==> config.mk <==
export PLATFORM = sky130hd
export DESIGN_NAME = serial_pad_scanner
export DESIGN_NICKNAME = d
export VERILOG_FILES = /design/src/rtl/serial_pad_scanner.sv
export SDC_FILE = /design/constraint.sdc
export NUM_CORES = 1
export LEC_CHECK = 0
export CORE_AREA = 2 2 91 93
export CTS_BUF_LIST = sky130_fd_sc_hd__clkbuf_4 sky130_fd_sc_hd__clkbuf_8 sky130_fd_sc_hd__clkbuf_16
export DETAILED_ROUTE_END_ITERATION = 8
export DIE_AREA = 0 0 93 95
export PLACE_DENSITY = 0.67
export SLEW_MARGIN = 20
export SYNTH_ARGS = -nofsm -noshare
export SYNTH_HDL_FRONTEND = slang
export SYNTH_SLANG_ARGS = --single-unit
export TNS_END_PERCENT = 1
==> constraint.sdc <==
create_clock -name clk -period 3.2 [get_ports clk]
set_input_delay 0.64 -clock clk [delete_from_list [all_inputs] [get_ports clk]]
set_output_delay 0.64 -clock clk [all_outputs]
set_load 0.01 [all_outputs]
==> src/rtl/serial_pad_scanner.sv <==
// serial_pad_scanner
// Polls NUM_PADS NES/SNES-style serial game pads in parallel. All pads share one
// latch/sclk pair; each pad has its own sdata line. A scan is started by the
// free-running poll counter or by poll_now, but only while idle and enabled.
// Ports:
//   clk       system clock
//   reset     asynchronous, active-low reset
//   enable    permits new scans (auto or manual)
//   poll_now  single-cycle request for an immediate scan
//   sdata     serial data from each pad, low = pressed
//   latch     parallel-load strobe to all pads
//   sclk      shift clock to all pads, idle high
//   state     IDLE=00, LATCH=01, CAPTURE=11, DONE=10
//   buttons   pad p bit i at index p*NUM_BITS+i, 1 = pressed, held between scans
//   pressed   one-cycle pulse per button on a 0->1 change of buttons
//   valid     one-cycle pulse in the cycle buttons takes its new value
module serial_pad_scanner #(
  parameter int NUM_PADS     = 2,
  parameter int NUM_BITS     = 8,
  parameter int LATCH_CYCLES = 144,
  parameter int HALF_CYCLES  = 72,
  parameter int POLL_CYCLES  = 200000
) (
  input  logic                         clk,
  input  logic                         reset,
  input  logic                         enable,
  input  logic                         poll_now,
  input  logic [NUM_PADS-1:0]          sdata,
  output logic                         latch,
  output logic                         sclk,
  output logic [1:0]                   state,
  output logic [NUM_PADS*NUM_BITS-1:0] buttons,
  output logic [NUM_PADS*NUM_BITS-1:0] pressed,
  output logic                         valid
);

  localparam int W           = NUM_PADS * NUM_BITS;
  localparam int SLOT_CYCLES = 2 * HALF_CYCLES;
  localparam int CNT_MAX     = (LATCH_CYCLES > SLOT_CYCLES) ? LATCH_CYCLES : SLOT_CYCLES;
  localparam int CW          = $clog2(CNT_MAX + 1);
  localparam int BW          = (NUM_BITS > 1) ? $clog2(NUM_BITS) : 1;
  localparam int PW          = $clog2(POLL_CYCLES + 1);

  localparam logic [CW-1:0] LATCH_LAST = CW'(LATCH_CYCLES - 1);
  localparam logic [CW-1:0] SLOT_LAST  = CW'(SLOT_CYCLES - 1);
  localparam logic [CW-1:0] HALF       = CW'(HALF_CYCLES);
  localparam logic [BW-1:0] BIT_LAST   = BW'(NUM_BITS - 1);
  localparam logic [PW-1:0] POLL_LAST  = PW'(POLL_CYCLES - 1);

  typedef enum logic [1:0] {
    ST_IDLE    = 2'b00,
    ST_LATCH   = 2'b01,
    ST_CAPTURE = 2'b11,
    ST_DONE    = 2'b10
  } state_t;

  state_t              state_q, state_d;
  logic [CW-1:0]       cyc_q, cyc_d;
  logic [BW-1:0]       bit_q, bit_d;
  logic [PW-1:0]       poll_cnt_q, poll_cnt_d;
  logic [NUM_PADS-1:0] sync1_q, sync2_q;
  logic [W-1:0]        sampled_q, sampled_d;
  logic [W-1:0]        buttons_q, buttons_d;
  logic [W-1:0]        pressed_q, pressed_d;
  logic                valid_q, valid_d;
  logic                latch_q, latch_d;
  logic                sclk_q, sclk_d;
  logic                tick_s;
  logic                start_s;

  assign tick_s  = (poll_cnt_q == POLL_LAST);
  // Requests arriving outside IDLE are simply lost; nothing is queued.
  assign start_s = (state_q == ST_IDLE) && enable && (tick_s || poll_now);

  // Poll counter runs in every state and wraps to produce the auto-poll tick.
  always_comb begin
    poll_cnt_d = poll_cnt_q;
    if (tick_s) begin
      poll_cnt_d = '0;
    end else begin
      poll_cnt_d = poll_cnt_q + 1'b1;
    end
  end

  // Input synchroniser and poll counter registers.
  always_ff @(posedge clk or negedge reset) begin
    if (!reset) begin
      sync1_q    <= '1;
      sync2_q    <= '1;
      poll_cnt_q <= '0;
    end else begin
      sync1_q    <= sdata;
      sync2_q    <= sync1_q;
      poll_cnt_q <= poll_cnt_d;
    end
  end

  // Scan sequencer: next state, slot counters, bit capture and result publishing.
  always_comb begin
    state_d   = state_q;
    cyc_d     = cyc_q;
    bit_d     = bit_q;
    sampled_d = sampled_q;
    buttons_d = buttons_q;
    pressed_d = '0;
    valid_d   = 1'b0;
    case (state_q)
      ST_IDLE: begin
        if (start_s) begin
          state_d = ST_LATCH;
          cyc_d   = '0;
        end else begin
          state_d = ST_IDLE;
        end
      end
      ST_LATCH: begin
        if (cyc_q == LATCH_LAST) begin
          state_d = ST_CAPTURE;
          cyc_d   = '0;
          bit_d   = '0;
        end else begin
          cyc_d = cyc_q + 1'b1;
        end
      end
      ST_CAPTURE: begin
        // Sample on the first cycle of each slot (sclk falling); the pad shifted
        // on the previous rise, HALF_CYCLES earlier, which covers the synchroniser.
        if (cyc_q == '0) begin
          for (int p = 0; p < NUM_PADS; p++) begin
            for (int i = 0; i < NUM_BITS; i++) begin
              if (bit_q == BW'(i)) begin
                sampled_d[p*NUM_BITS+i] = sync2_q[p];
              end else begin
                sampled_d[p*NUM_BITS+i] = sampled_q[p*NUM_BITS+i];
              end
            end
          end
        end else begin
          sampled_d = sampled_q;
        end
        if (cyc_q == SLOT_LAST) begin
          cyc_d = '0;
          if (bit_q == BIT_LAST) begin
            // Results are registered on entry to DONE so they appear with valid.
            state_d   = ST_DONE;
            buttons_d = ~sampled_q;
            pressed_d = ~sampled_q & ~buttons_q;
            valid_d   = 1'b1;
          end else begin
            bit_d = bit_q + 1'b1;
          end
        end else begin
          cyc_d = cyc_q + 1'b1;
        end
      end
      ST_DONE: begin
        state_d = ST_IDLE;
      end
      default: begin
        state_d = ST_IDLE;
      end
    endcase
    // Pad strobes are decoded from the next state so they leave a flop cleanly.
    latch_d = (state_d == ST_LATCH);
    sclk_d  = ~((state_d == ST_CAPTURE) && (cyc_d < HALF));
  end

  // Sequencer, result and strobe registers.
  always_ff @(posedge clk or negedge reset) begin
    if (!reset) begin
      state_q   <= ST_IDLE;
      cyc_q     <= '0;
      bit_q     <= '0;
      sampled_q <= '1;
      buttons_q <= '0;
      pressed_q <= '0;
      valid_q   <= 1'b0;
      latch_q   <= 1'b0;
      sclk_q    <= 1'b1;
    end else begin
      state_q   <= state_d;
      cyc_q     <= cyc_d;
      bit_q     <= bit_d;
      sampled_q <= sampled_d;
      buttons_q <= buttons_d;
      pressed_q <= pressed_d;
      valid_q   <= valid_d;
      latch_q   <= latch_d;
      sclk_q    <= sclk_d;
    end
  end

  assign latch   = latch_q;
  assign sclk    = sclk_q;
  assign state   = state_q;
  assign buttons = buttons_q;
  assign pressed = pressed_q;
  assign valid   = valid_q;

endmodule

==> run summary <==
Antenna Violating Nets Remaining: 0
Maximum level of the CTS H-tree: 3
Biggest area contributors in the synthesized netlist: dfrtp_1 44%, dfstp_2 15%, mux2_2 4.9%, nand2_1 3.8%, o21ai_0 3.5%
CTS tree: yes
Total cell area at the placement stage: 4170 um2
Number of synthesized flops with an enable pin: 0
Leakage Power: 1.97 nW
HP Class: in -> async
Number of I/O pins: 43
CP Buf/Inv Count: 1
Skew-Pair Late Insertion Delay: 0.34 ns
Area of the placeable core: 7930 um2
Final period util: 0.711
Sinks on Clock Net: 86
Antenna diode instance count: 0
Slew HR: 0.510
Cell with the largest stage delay on the worst path: dfrtp_1
Clock-pin slew on the worst setup and hold paths: 0.09 ns
Relative area change from synthesis to final layout: 19.4%
Violation count after the first detailed-route iteration: 52
Most frequent cell after synthesis: dfrtp_1
Overall die width: 93 um
Kind of critical path: reg -> out
Final Net Count: 381
Max-capacitance violation count: 0
Prevailing post-synth register cell: dfrtp_1
Effective utilization at floorplan: 0.463
Unrepaired setup endpoints after global routing: false
Placement Rows: 33
Crit path cell chain: clkdlybuf4s50_1
GR Overflow Total: 0
Clock root buffer: clkbuf_8
Number of antenna violations at the first check in global routing: 0
FF+latch count, synth: 86
Fraction of layout instances using a drive strength above 1: 0.181
Total Negative Setup Slacks: 0 ns
Synthesized net count: 337
Asr flop ratio synth: 1.00
Drt drc: 0
Post-synth design cell area: 3670 um2
Commonest cells in the netlist: 65 x dfrtp_1, 37 x nand2_1, 26 x o21ai_0
Final weighted congestion of routability-driven global placement: 0.800
Fmax: 440 MHz
Synthesized instance count: 322
Final hold violation count: 0
Number of detailed-route iterations in the first pass: 4
Routed length per placed instance: 13.0 um
Max-slew violation total from the final report: 0
CP Launch Type: register
Top delay family on crit path: flip-flops
Endpoint arrival time on the critical path: 1.63 ns
Number of buffer cells added on primary ports: 42
CP max stage delay: 0.66 ns
Deepest clock path buffer count: 2
Peak fanout along the critical path: 16
Post-route standard cell area excluding fillers: 4380 um2
Number of global-route vias before repair: 2250
First-pass GRT wire length: 10.8 mm
Areal power density over the cells: 501 nW/um2
Slew at the pin closest to its max-slew limit: 0.735 ns
Post-CTS Resized: 0
Endpoint type of the worst setup path: output port
Average vias per placed instance: 5.05
GRT Util Overall: 0.156
Synthesized area divided by synthesized cell count: 11.4 um2
Die Height: 95 um
Cell taking the most area after synthesis: dfrtp_1
Netlist cell types: 44
Via total after detailed routing: 2402
Number of failing setup endpoints in the final timing report: 0
Number of buffers inserted by hold repair at cts: 0
Number of synthesis warnings: 0
Pin count of the biggest net entering global routing: 85
Area enclosed by the die boundary: 8840 um2
Share of the synthesized area in the top cell type: 0.443
Post-route clock skew: 0.00918 ns
Clock period minus worst slack: 2.27 ns
Total wirelength of the detailed-routed design: 6.18 mm
HPWL Detailed: 4.26 mm
TritonCTS Buffers: 9
End-of-flow core utilization: 0.553
Outcome: completed
Postcts setup bufs: 0
Maximum resistive drop on vdd: 0.270 mV
Data required time at the worst endpoint: 2.56 ns
Sequential cell area fraction in the yosys report: 0.594
[cell usage in the layout, fill, tap and decap left out, drive strengths merged, types with 2 or more instances in the layout]
cell type      count
nor4               3
clkbuf             9
nor2              23
and3               5
and4b              2
dfstp             21
nor3              20
o21ai             28
nand3             14
nand4              6
clkdlybuf4s50     41
buf                3
inv               15
nor4b              4
xor2               7
a21o               2
nor2b              5
a21oi              5
a22o               3
ha                 9
mux2              16
nand2             37
dfrtp             65
xnor2             10
or2                2
[metal layers]
metal,part of all wire,GRT usage,vias up
met3,0.039,0.0247,8
li1,-,-,1207
met4,0.014,0.0662,0
met2,0.46,0.240,54
met5,0,0,-
met1,0.49,0.220,1133
[cell type report]
cell class,count,area (um2)
Fill cell,693,3550
Inverter,11,41.3
Sequential cell,86,2180
Clock buffer,9,124
Tap cell,105,131
Clock inverter,7,80.1
Timing Repair Buffer,44,437
Multi-Input combinational cell,214,1390
[through the flow]
step / std cells / hold WS, ns / setup WS [ns] / total power [mW]
after detailed placement: 460 / 0.347 / 0.954 / 1.44
after floorplan: 322 / 0.344 / 1.47 / 1.38
after global placement: 460 / 0.347 / 0.984 / 1.44
final: 476 / 0.323 / 0.926 / 2.19
after CTS: 476 / 0.360 / 0.900 / 2.22
after global routing: 476 / 0.369 / 0.837 / 2.31
[path summary, 6_finish.rpt]
kind                                       from                  endpoint  slack (ns)  cells past startpoint
setup / recovery             state[0]$_DFF_PN0_                  state[0]        0.93                      1
hold / removal                            reset    buttons[4]$_DFFE_PN0P_        0.32                      1
setup reg to reg             cyc_q[4]$_DFF_PN0_            sclk$_DFF_PN1_        1.19                      5
hold reg to reg            sync1_q[0]$_DFF_PN1_      sync2_q[0]$_DFF_PN1_        0.36                      0
max in group asynchronous                 reset  sampled_q[5]$_DFFE_PN1P_        2.22                      2
min in group clk           sync1_q[0]$_DFF_PN1_      sync2_q[0]$_DFF_PN1_        0.36                      0
[flip-flops by register name (all words and copies together), names as in the netlist]
signal	count
sync1_q	2
sampled_q	16
pressed	16
sync2_q	2
sclk	1
state	2
latch	1
poll_cnt_q	18
buttons	16
bit_q	3
valid	1
cyc_q	8
[cell families (layout without fill, tap and decap cells)]
family          after synthesis  in the layout  synth area share
compound gates               44             44            0.0747
simple gates                127            127             0.181
fa+ha+maj                     9              9            0.0307
xor+xnor                     17             17            0.0406
buf+inv                      22             71            0.0276
mux                          17             17            0.0518
flops                        86             86             0.594
[report_power, final]
part           switching, mW  internal, mW  total [mW]
Combinational          0.105        0.0963       0.201
Clock                  0.397         0.373       0.770
Sequential            0.0841          1.14        1.22
Total                  0.585          1.61        2.19
Power figures use the tool's default switching activity.
